File: config.mk
export PLATFORM = sky130hd
export DESIGN_NAME = int_divider_seq
export DESIGN_NICKNAME = d
export VERILOG_FILES = /design/src/rtl/int_divider_seq.sv
export SDC_FILE = /design/constraint.sdc
export NUM_CORES = 1
export LEC_CHECK = 0
export CAP_MARGIN = 15
export CORE_UTILIZATION = 39
export DETAILED_ROUTE_END_ITERATION = 10
export GPL_ROUTABILITY_DRIVEN = 1
export GPL_TIMING_DRIVEN = 0
export SLEW_MARGIN = 20
export SYNTH_ARGS = -nofsm -noshare
export SYNTH_HDL_FRONTEND = slang
export SYNTH_SLANG_ARGS = --single-unit
File: constraint.sdc
create_clock -name clk -period 2.3 [get_ports clk]
set_input_delay 0.69 -clock clk [delete_from_list [all_inputs] [get_ports clk]]
set_output_delay 0.69 -clock clk [all_outputs]
set_load 0.02 [all_outputs]
File: src/rtl/int_divider_seq.sv
// Multi-cycle restoring radix-2 integer divider, signed or unsigned.
// Uses a start/busy/done handshake and flags divide-by-zero and signed MIN / -1.
module int_divider_seq #(
  parameter int unsigned WIDTH     = 8,
  parameter bit          SIGNED_EN = 1'b1
) (
  input  logic             clk,
  input  logic             rst,
  input  logic             start,
  input  logic             signed_mode,
  input  logic [WIDTH-1:0] dividend,
  input  logic [WIDTH-1:0] divisor,
  output logic             busy,
  output logic             done,
  output logic [WIDTH-1:0] quotient,
  output logic [WIDTH-1:0] remainder,
  output logic             div_by_zero,
  output logic             overflow
);

  localparam int unsigned CW = $clog2(WIDTH);

  typedef enum logic [1:0] {
    S_IDLE = 2'd0,
    S_CALC = 2'd1,
    S_FIX  = 2'd2,
    S_DONE = 2'd3
  } state_t;

  state_t           r_state;
  state_t           w_state_nxt;
  logic             w_busy_nxt;
  logic             w_done_nxt;

  logic [WIDTH-1:0] r_q;
  logic [WIDTH-1:0] r_dvs;
  logic [WIDTH-1:0] r_rem;
  logic [CW-1:0]    r_cnt;
  logic             r_neg_q;
  logic             r_neg_r;
  logic             r_dz;
  logic             r_ov;

  logic             w_accept;
  logic             w_sgn;
  logic             w_zero;
  logic             w_dvd_neg;
  logic             w_dvs_neg;
  logic [WIDTH-1:0] w_dvd_mag;
  logic [WIDTH-1:0] w_dvs_mag;
  logic [WIDTH:0]   w_shift;
  logic             w_ge;
  logic [WIDTH-1:0] w_sub;
  logic [WIDTH-1:0] w_q_fix;
  logic [WIDTH-1:0] w_r_fix;

  // Operand conditioning for an accepted start
  assign w_accept  = start && ((r_state == S_IDLE) || (r_state == S_DONE));
  assign w_sgn     = SIGNED_EN && signed_mode;
  assign w_zero    = (divisor == '0);
  assign w_dvd_neg = w_sgn && dividend[WIDTH-1];
  assign w_dvs_neg = w_sgn && divisor[WIDTH-1];
  assign w_dvd_mag = w_dvd_neg ? (WIDTH'(0) - dividend) : dividend;
  assign w_dvs_mag = w_dvs_neg ? (WIDTH'(0) - divisor) : divisor;

  // One restoring step: the trial remainder is WIDTH+1 bits; the difference fits in WIDTH
  assign w_shift = {r_rem, r_q[WIDTH-1]};
  assign w_ge    = (w_shift >= {1'b0, r_dvs});
  assign w_sub   = w_shift[WIDTH-1:0] - r_dvs;

  assign w_q_fix = r_neg_q ? (WIDTH'(0) - r_q) : r_q;
  assign w_r_fix = r_neg_r ? (WIDTH'(0) - r_rem) : r_rem;

  always_ff @(posedge clk) begin
    if (rst) r_state <= S_IDLE;
    else     r_state <= w_state_nxt;
  end

  always_comb begin
    w_state_nxt = r_state;
    case (r_state)
      S_IDLE:  if (start) w_state_nxt = w_zero ? S_FIX : S_CALC;
      S_CALC:  if (r_cnt == '0) w_state_nxt = S_FIX;
      S_FIX:   w_state_nxt = S_DONE;
      S_DONE:  w_state_nxt = start ? (w_zero ? S_FIX : S_CALC) : S_IDLE;
      default: w_state_nxt = S_IDLE;
    endcase
  end

  always_comb begin
    w_busy_nxt = 1'b0;
    w_done_nxt = 1'b0;
    case (w_state_nxt)
      S_CALC, S_FIX: w_busy_nxt = 1'b1;
      S_DONE:        w_done_nxt = 1'b1;
      default:       ;
    endcase
  end

  // Datapath and registered outputs; a divide-by-zero keeps the raw dividend in r_q
  always_ff @(posedge clk) begin
    if (rst) begin
      busy        <= 1'b0;
      done        <= 1'b0;
      quotient    <= '0;
      remainder   <= '0;
      div_by_zero <= 1'b0;
      overflow    <= 1'b0;
      r_q         <= '0;
      r_dvs       <= '0;
      r_rem       <= '0;
      r_cnt       <= '0;
      r_neg_q     <= 1'b0;
      r_neg_r     <= 1'b0;
      r_dz        <= 1'b0;
      r_ov        <= 1'b0;
    end else begin
      busy <= w_busy_nxt;
      done <= w_done_nxt;
      if (w_accept) begin
        r_q     <= w_zero ? dividend : w_dvd_mag;
        r_dvs   <= w_dvs_mag;
        r_rem   <= '0;
        r_cnt   <= CW'(WIDTH - 1);
        r_neg_q <= w_dvd_neg ^ w_dvs_neg;
        r_neg_r <= w_dvd_neg;
        r_dz    <= w_zero;
        r_ov    <= w_sgn && (dividend == {1'b1, {(WIDTH-1){1'b0}}}) && (&divisor);
      end else if (r_state == S_CALC) begin
        r_q   <= {r_q[WIDTH-2:0], w_ge};
        r_rem <= w_ge ? w_sub : w_shift[WIDTH-1:0];
        r_cnt <= r_cnt - CW'(1);
      end else if (r_state == S_FIX) begin
        quotient    <= r_dz ? '1 : w_q_fix;
        remainder   <= r_dz ? r_q : w_r_fix;
        div_by_zero <= r_dz;
        overflow    <= r_ov;
      end
    end
  end

endmodule

# [Yosys cells after proc, flatten, opt, wreduce, memory -nomap -nowiden]
# Cells that the tools add are included.
[totals] regBits=53 input_bits=20
[classes] n_addsub=6 magnitude_cmp=1 n_eq_ne=7 muxes=19 bitwise_logic=3 reduce_logical=14
[ops] op="2-to-1 mux 8 bit" n=10
[ops] op="subtractor 1 x 8 -> 8 bit (first input constant)" n=4
[ops] op="greater-or-equal comparator 9 x 8 -> 1 bit" n=1
[ops] op="equality test 2 bit (second input constant)" n=4
[ops] op="equality test 8 bit (second input constant)" n=1
[ops] op="logical NOT 8 bit" n=1
[ops] op="2-to-1 mux 2 bit" n=4
[ops] op="one-hot mux 2 bit (4 select lines)" n=1
[ops] op="AND reduction 8 bit" n=1
[ops] op="subtractor 8 bit" n=1
[ops] op="2-to-1 mux 3 bit" n=2
[ops] op="logical AND 1 bit" n=5
[ops] op="equality test 2 x 1 -> 1 bit (second input constant)" n=2
[ops] op="OR reduction 2 bit" n=2
[ops] op="logical NOT 3 bit" n=1
[ops] op="AND reduction 3 bit" n=1
[ops] op="subtractor 3 x 1 -> 3 bit (second input constant)" n=1
[ops] op="logical NOT 2 bit" n=1
[ops] op="2-to-1 mux 1 bit" n=2
[ops] op="NOT 1 bit" n=2
[ops] op="nonzero test 2 bit" n=1
[ops] op="logical OR 1 bit" n=1
[ops] op="XOR 1 bit" n=1

# [Logic depth before layout (Yosys ltp)]
[logic_depth] depth_word=7 mapped_depth=8 mapped_depth_nobuf=8

# [Least setup slack after synthesis]
# No wires, ideal clock.
[synth_path] path_kind="register to register" startpoint="reg r_rem[3]" endpoint="reg r_rem[0]" setup_time_ns=0.101 t_arrival_ns=1.883 required_time_ns=2.199 slack_ns=0.316 path_stages_with_launch=8 n_path_buf=1 synth_period_minus_slack_ns=1.984 cell_sequence="dfxtp_1 > ha_1 > and4_1 > and2_1 > a221oi_2 > buf_4 > mux2_2 > o41ai_1"
[synth_between] elab_chain_cells=2
[synth_lines] item="start, declared" line_no="37" text="logic [WIDTH-1:0] r_rem;"
[synth_lines] item="start signal, assigned" line_no="131" text="r_rem <= w_ge ? w_sub : w_shift[WIDTH-1:0];"
[synth_lines] item="greater-or-equal comparator 9 x 8 -> 1 bit" line_no="68" text="assign w_ge = (w_shift >= {1'b0, r_dvs});"
[synth_lines] item="2-to-1 mux 8 bit" line_no="131"
# Every way passes these cells.
# A chain may end at the register's enable or synchronous reset.

# [Final worst setup path]
[layout_path] startpoint="in divisor[4]" endpoint="reg busy"
[layout_between] elab_chain_cells=7
[layout_lines] item="start, declared" line_no="12" text="input logic [WIDTH-1:0] divisor,"
[layout_lines] item="logical NOT 8 bit (*)" line_no="60" text="assign w_zero = (divisor == '0);"
[layout_lines] item="2-to-1 mux 2 bit (*)" line_no="82, 85"
[layout_lines] item="2-to-1 mux 2 bit (on tied branches)" line_no="85, 82"
[layout_lines] item="one-hot mux 2 bit (4 select lines) (*)" line_no="81" text="case (r_state)"
[layout_lines] item="equality test 2 x 1 -> 1 bit or equality test 2 bit (tied branches)" line_no="93" text="case (w_state_nxt)"
[layout_lines] item="OR reduction 2 bit (*)" line_no="93"
[layout_lines] item="2-to-1 mux 1 bit (*)" line_no="93"
[layout_lines] item="end signal, assigned" line_no="118" text="busy <= w_busy_nxt;"
[layout_lines] item="end, declared" line_no="13" text="output logic busy,"
# Every way passes the cells marked *; elsewhere a longest branch is shown, timed or not.

==> impl_metrics.tcl <==
set metrics [dict create \
    die_width_um 93.5 \
    grt_max_degree 18 \
    status "completed" \
    worstSkewPairLatency_ns 0.31 \
    place_ws_ns -0.452 \
    dp.cells 544 \
    timing.fmax_mhz 455 \
    required_ns 2.48 \
    worst_pin_slew_ns 0.622 \
    clk_pin_slew_worst_paths_ns 0.11 \
    grt.total_usage 0.191 \
    cp-end-kind "flip-flop" \
    placed_cell_area_um2 3780 \
    ys_types 51 \
    synth_area_leader_cell "dfxtp_1" \
    fin_nets 491 \
    reg2reg_depth 7 \
    yosys_warnings 0 \
    cpMaxStageDelayCell "clkdlybuf4s50_1" \
    yosysSeqAreaShare 0.325 \
    initial_utilization 0.414 \
    worstSetupStartpoint "divisor[4]" \
    rows 32 \
    die_h_um 93.5 \
    synth_nets 443 \
    drc 0 \
    slew_headroom 0.585 \
    rrSetupSlack_ns 0.12 \
    via_per_inst 5.29 \
    numCtsBuffers 5 \
    crit_path_end "busy$_SDFF_PP0_" \
    area_growth_pct 22.4 \
    fin_crit_ns 2.20 \
    slew_violations 0 \
    p_leak_uw 0.00147 \
    drive_gt1_frac 0.0819 \
    period_share 0.955 \
    startpoint_type "input pin" \
    synthTopCellsByArea "dfxtp_1 (33%), ha_1 (7.3%), a21oi_1 (4.9%), xnor2_1 (4.3%), nand2_1 (4.1%)" \
    synth_edf_count 0 \
    synthCells 403 \
    async_reset_ff_frac 0 \
    io_pins 40 \
    core_area_um2 7890 \
    hpwlAfterDp_mm 5.99 \
    synth_flop_cell "dfxtp_1" \
    antenna_cells 0 \
    utilization 0.506 \
    finalHoldViolations 0 \
    drtAntennaViolNets 0 \
    worstHoldPathType "reg -> reg" \
    die_area_um2 8730 \
    drt_iter0_markers 175 \
    synth_most_common_cell "dfxtp_1" \
    n_fill_cell 771 \
    avgSynthCellArea_um2 8.09 \
    vias 2928 \
    final_cells 554 \
    worst-path-buf-inv 2 \
    antenna_found_initial 0 \
    finalSetupViolCount 0 \
    cts_num_sinks 53 \
    slowest_delay_ns 0.50 \
    cpLargestDelayFamily "simple AND/OR/NAND/NOR gates" \
    crit_chain "clkdlybuf4s50_1, nor3_2, and4_2, inv_1, o21ai_0, a2111oi_2" \
    root_buffer "clkbuf_8" \
    synth_seq_cells 53 \
    grt_pass1_wl_mm 13.2 \
    wl_per_cell_um 14.1 \
    cp.arrival_ns 2.38 \
    yosys.area.top_type_share 0.325 \
    rsz0062_at_grt "no" \
    crit_fanout 5 \
    cts_hold_buf 0 \
    netlist_area_um2 3260 \
    r2r-end "r_rem[0]$_SDFFE_PP0P_" \
    routed_wl_mm 7.81 \
    gp_congestion 0.817 \
    cts_tree "built" \
    fin_area_um2 3990 \
    power_density_nw_per_um2 659 \
    drt_pre_antenna_iters 4 \
    skew_ns 0.0128 \
    cts_max_level 2 \
    regArea_um2 1070 \
    ir_drop_v 0.000298 \
    port_buffers 39 \
    grt_remaining_overflow 0 \
    setup_slack_ns 0.104 \
    synth_common_cells "dfxtp_1 (53), nand2_1 (36), nor2_1 (35)" \
    r2r_start "r_rem[5]$_SDFFE_PP0P_" \
    clockBufferDepth 2 \
    cp.depth 6 \
    cap_viol_max_count 0 \
    criticalPathCategory "in -> reg" \
    multiInputGateArea_um2 2050 \
    grt_pass1_vias 2812 \
]
## final cells by class
type	count	area share
clock inverters	3	0.0172
flip-flops and latches	53	0.267
clock buffers	5	0.0172
repair buffers	41	0.103
well taps	102	0.0320
inverters	30	0.0282
multi-input cells	298	0.513
plain buffers	22	0.0232
## repair_timing
item | CTS | global route
resized for setup | 1 | 20
setup endpoints to repair | 3 | 19
pin swaps | 0 | 3
cloned | 0 | 0
setup buffers | 0 | 2
## cells by family (layout without fill, tap and decap cells)
kind of cell / after synthesis / count (layout) / synth area share
buffers and inverters: 52 / 101 / 0.0610
adder cells (fa/ha/maj): 20 / 20 / 0.0790
AND/OR/NAND/NOR: 125 / 125 / 0.188
AO/OA/AOI/OAI: 112 / 112 / 0.230
multiplexers: 15 / 15 / 0.0468
flip-flops: 53 / 53 / 0.325
XOR/XNOR: 26 / 26 / 0.0698
## per-stage QoR
step,hold slack (ns),power (uW),setup TNS [ns]
6_report,0.476,2630,0
5_1_grt,0.492,2800,0
4_1_cts,0.474,2610,0
3_5_place_dp,0.459,1860,-6.99
3_3_place_gp,0.449,1850,-6.77
2_1_floorplan,0.432,1640,0
## worst min-delay path by stage
stage	from	to	slack [ns]	cells after the start
6_report	remainder[6]$_SDFFE_PP0P_	remainder[6]$_SDFFE_PP0P_	0.48	2
2_1_floorplan	r_dvs[7]$_SDFFE_PP0P_	r_dvs[7]$_SDFFE_PP0P_	0.43	2
3_5_place_dp	remainder[6]$_SDFFE_PP0P_	remainder[6]$_SDFFE_PP0P_	0.46	2
4_1_cts	remainder[6]$_SDFFE_PP0P_	remainder[6]$_SDFFE_PP0P_	0.47	2
3_3_place_gp	r_dvs[7]$_SDFFE_PP0P_	r_dvs[7]$_SDFFE_PP0P_	0.45	2
5_1_grt	remainder[6]$_SDFFE_PP0P_	remainder[6]$_SDFFE_PP0P_	0.49	2
## worst register-to-register path, delay by kind of cell, from the launching register on
| kind | cells | cell delay [ns] |
|---|---|---|
| and+or+nand+nor | 2 | 0.41 |
| AOI/OAI and AO/OA | 2 | 0.37 |
| adders and majority gates | 1 | 0.31 |
| DFF | 1 | 0.45 |
| buffers and inverters | 1 | 0.20 |
| muxes | 1 | 0.34 |
## per-layer routing
layer | global-route usage | part of all wire | up-vias
li1 | - | - | 1537
met1 | 0.263 | 0.50 | 1322
met2 | 0.316 | 0.45 | 61
met3 | 0.0244 | 0.043 | 8
met4 | 0.0487 | 0.012 | 0
met5 | 0 | 0 | -
## sequential cells by signal (all words and copies together) (netlist names), 2 cells and up
| name | cells |
|---|---|
| r_q | 8 |
| r_state | 2 |
| r_rem | 8 |
| remainder | 8 |
| r_dvs | 8 |
| r_cnt | 3 |
| quotient | 8 |
## placed cells by master (no fill, tap or decap), types with 4 or more instances in the layout
| cell | synthesis | final |
|---|---|---|
| a211oi_1 | 9 | 9 |
| a21oi_1 | 32 | 31 |
| a221oi_1 | 5 | 5 |
| a311oi_1 | 6 | 6 |
| a31oi_1 | 6 | 6 |
| clkbuf_1 | 19 | 17 |
| clkbuf_8 | 0 | 5 |
| clkdlybuf4s50_1 | 0 | 37 |
| dfxtp_1 | 53 | 49 |
| dfxtp_2 | 0 | 4 |
| ha_1 | 19 | 19 |
| inv_1 | 30 | 30 |
| mux2i_1 | 13 | 13 |
| nand2_1 | 36 | 36 |
| nand2b_1 | 11 | 11 |
| nand3_1 | 4 | 4 |
| nor2_1 | 35 | 33 |
| nor2b_1 | 7 | 7 |
| nor3_1 | 10 | 8 |
| o21ai_0 | 23 | 23 |
| o22ai_1 | 6 | 6 |
| o31ai_1 | 8 | 8 |
| xnor2_1 | 16 | 16 |
| xor2_1 | 10 | 10 |
## report_power, final
part           leakage [uW]  switching (uW)  internal, uW
sequential         0.000435            74.2           986
combinational      0.000962             438           376
clock             0.0000687             319           438
(Power assumes the default switching activity.)
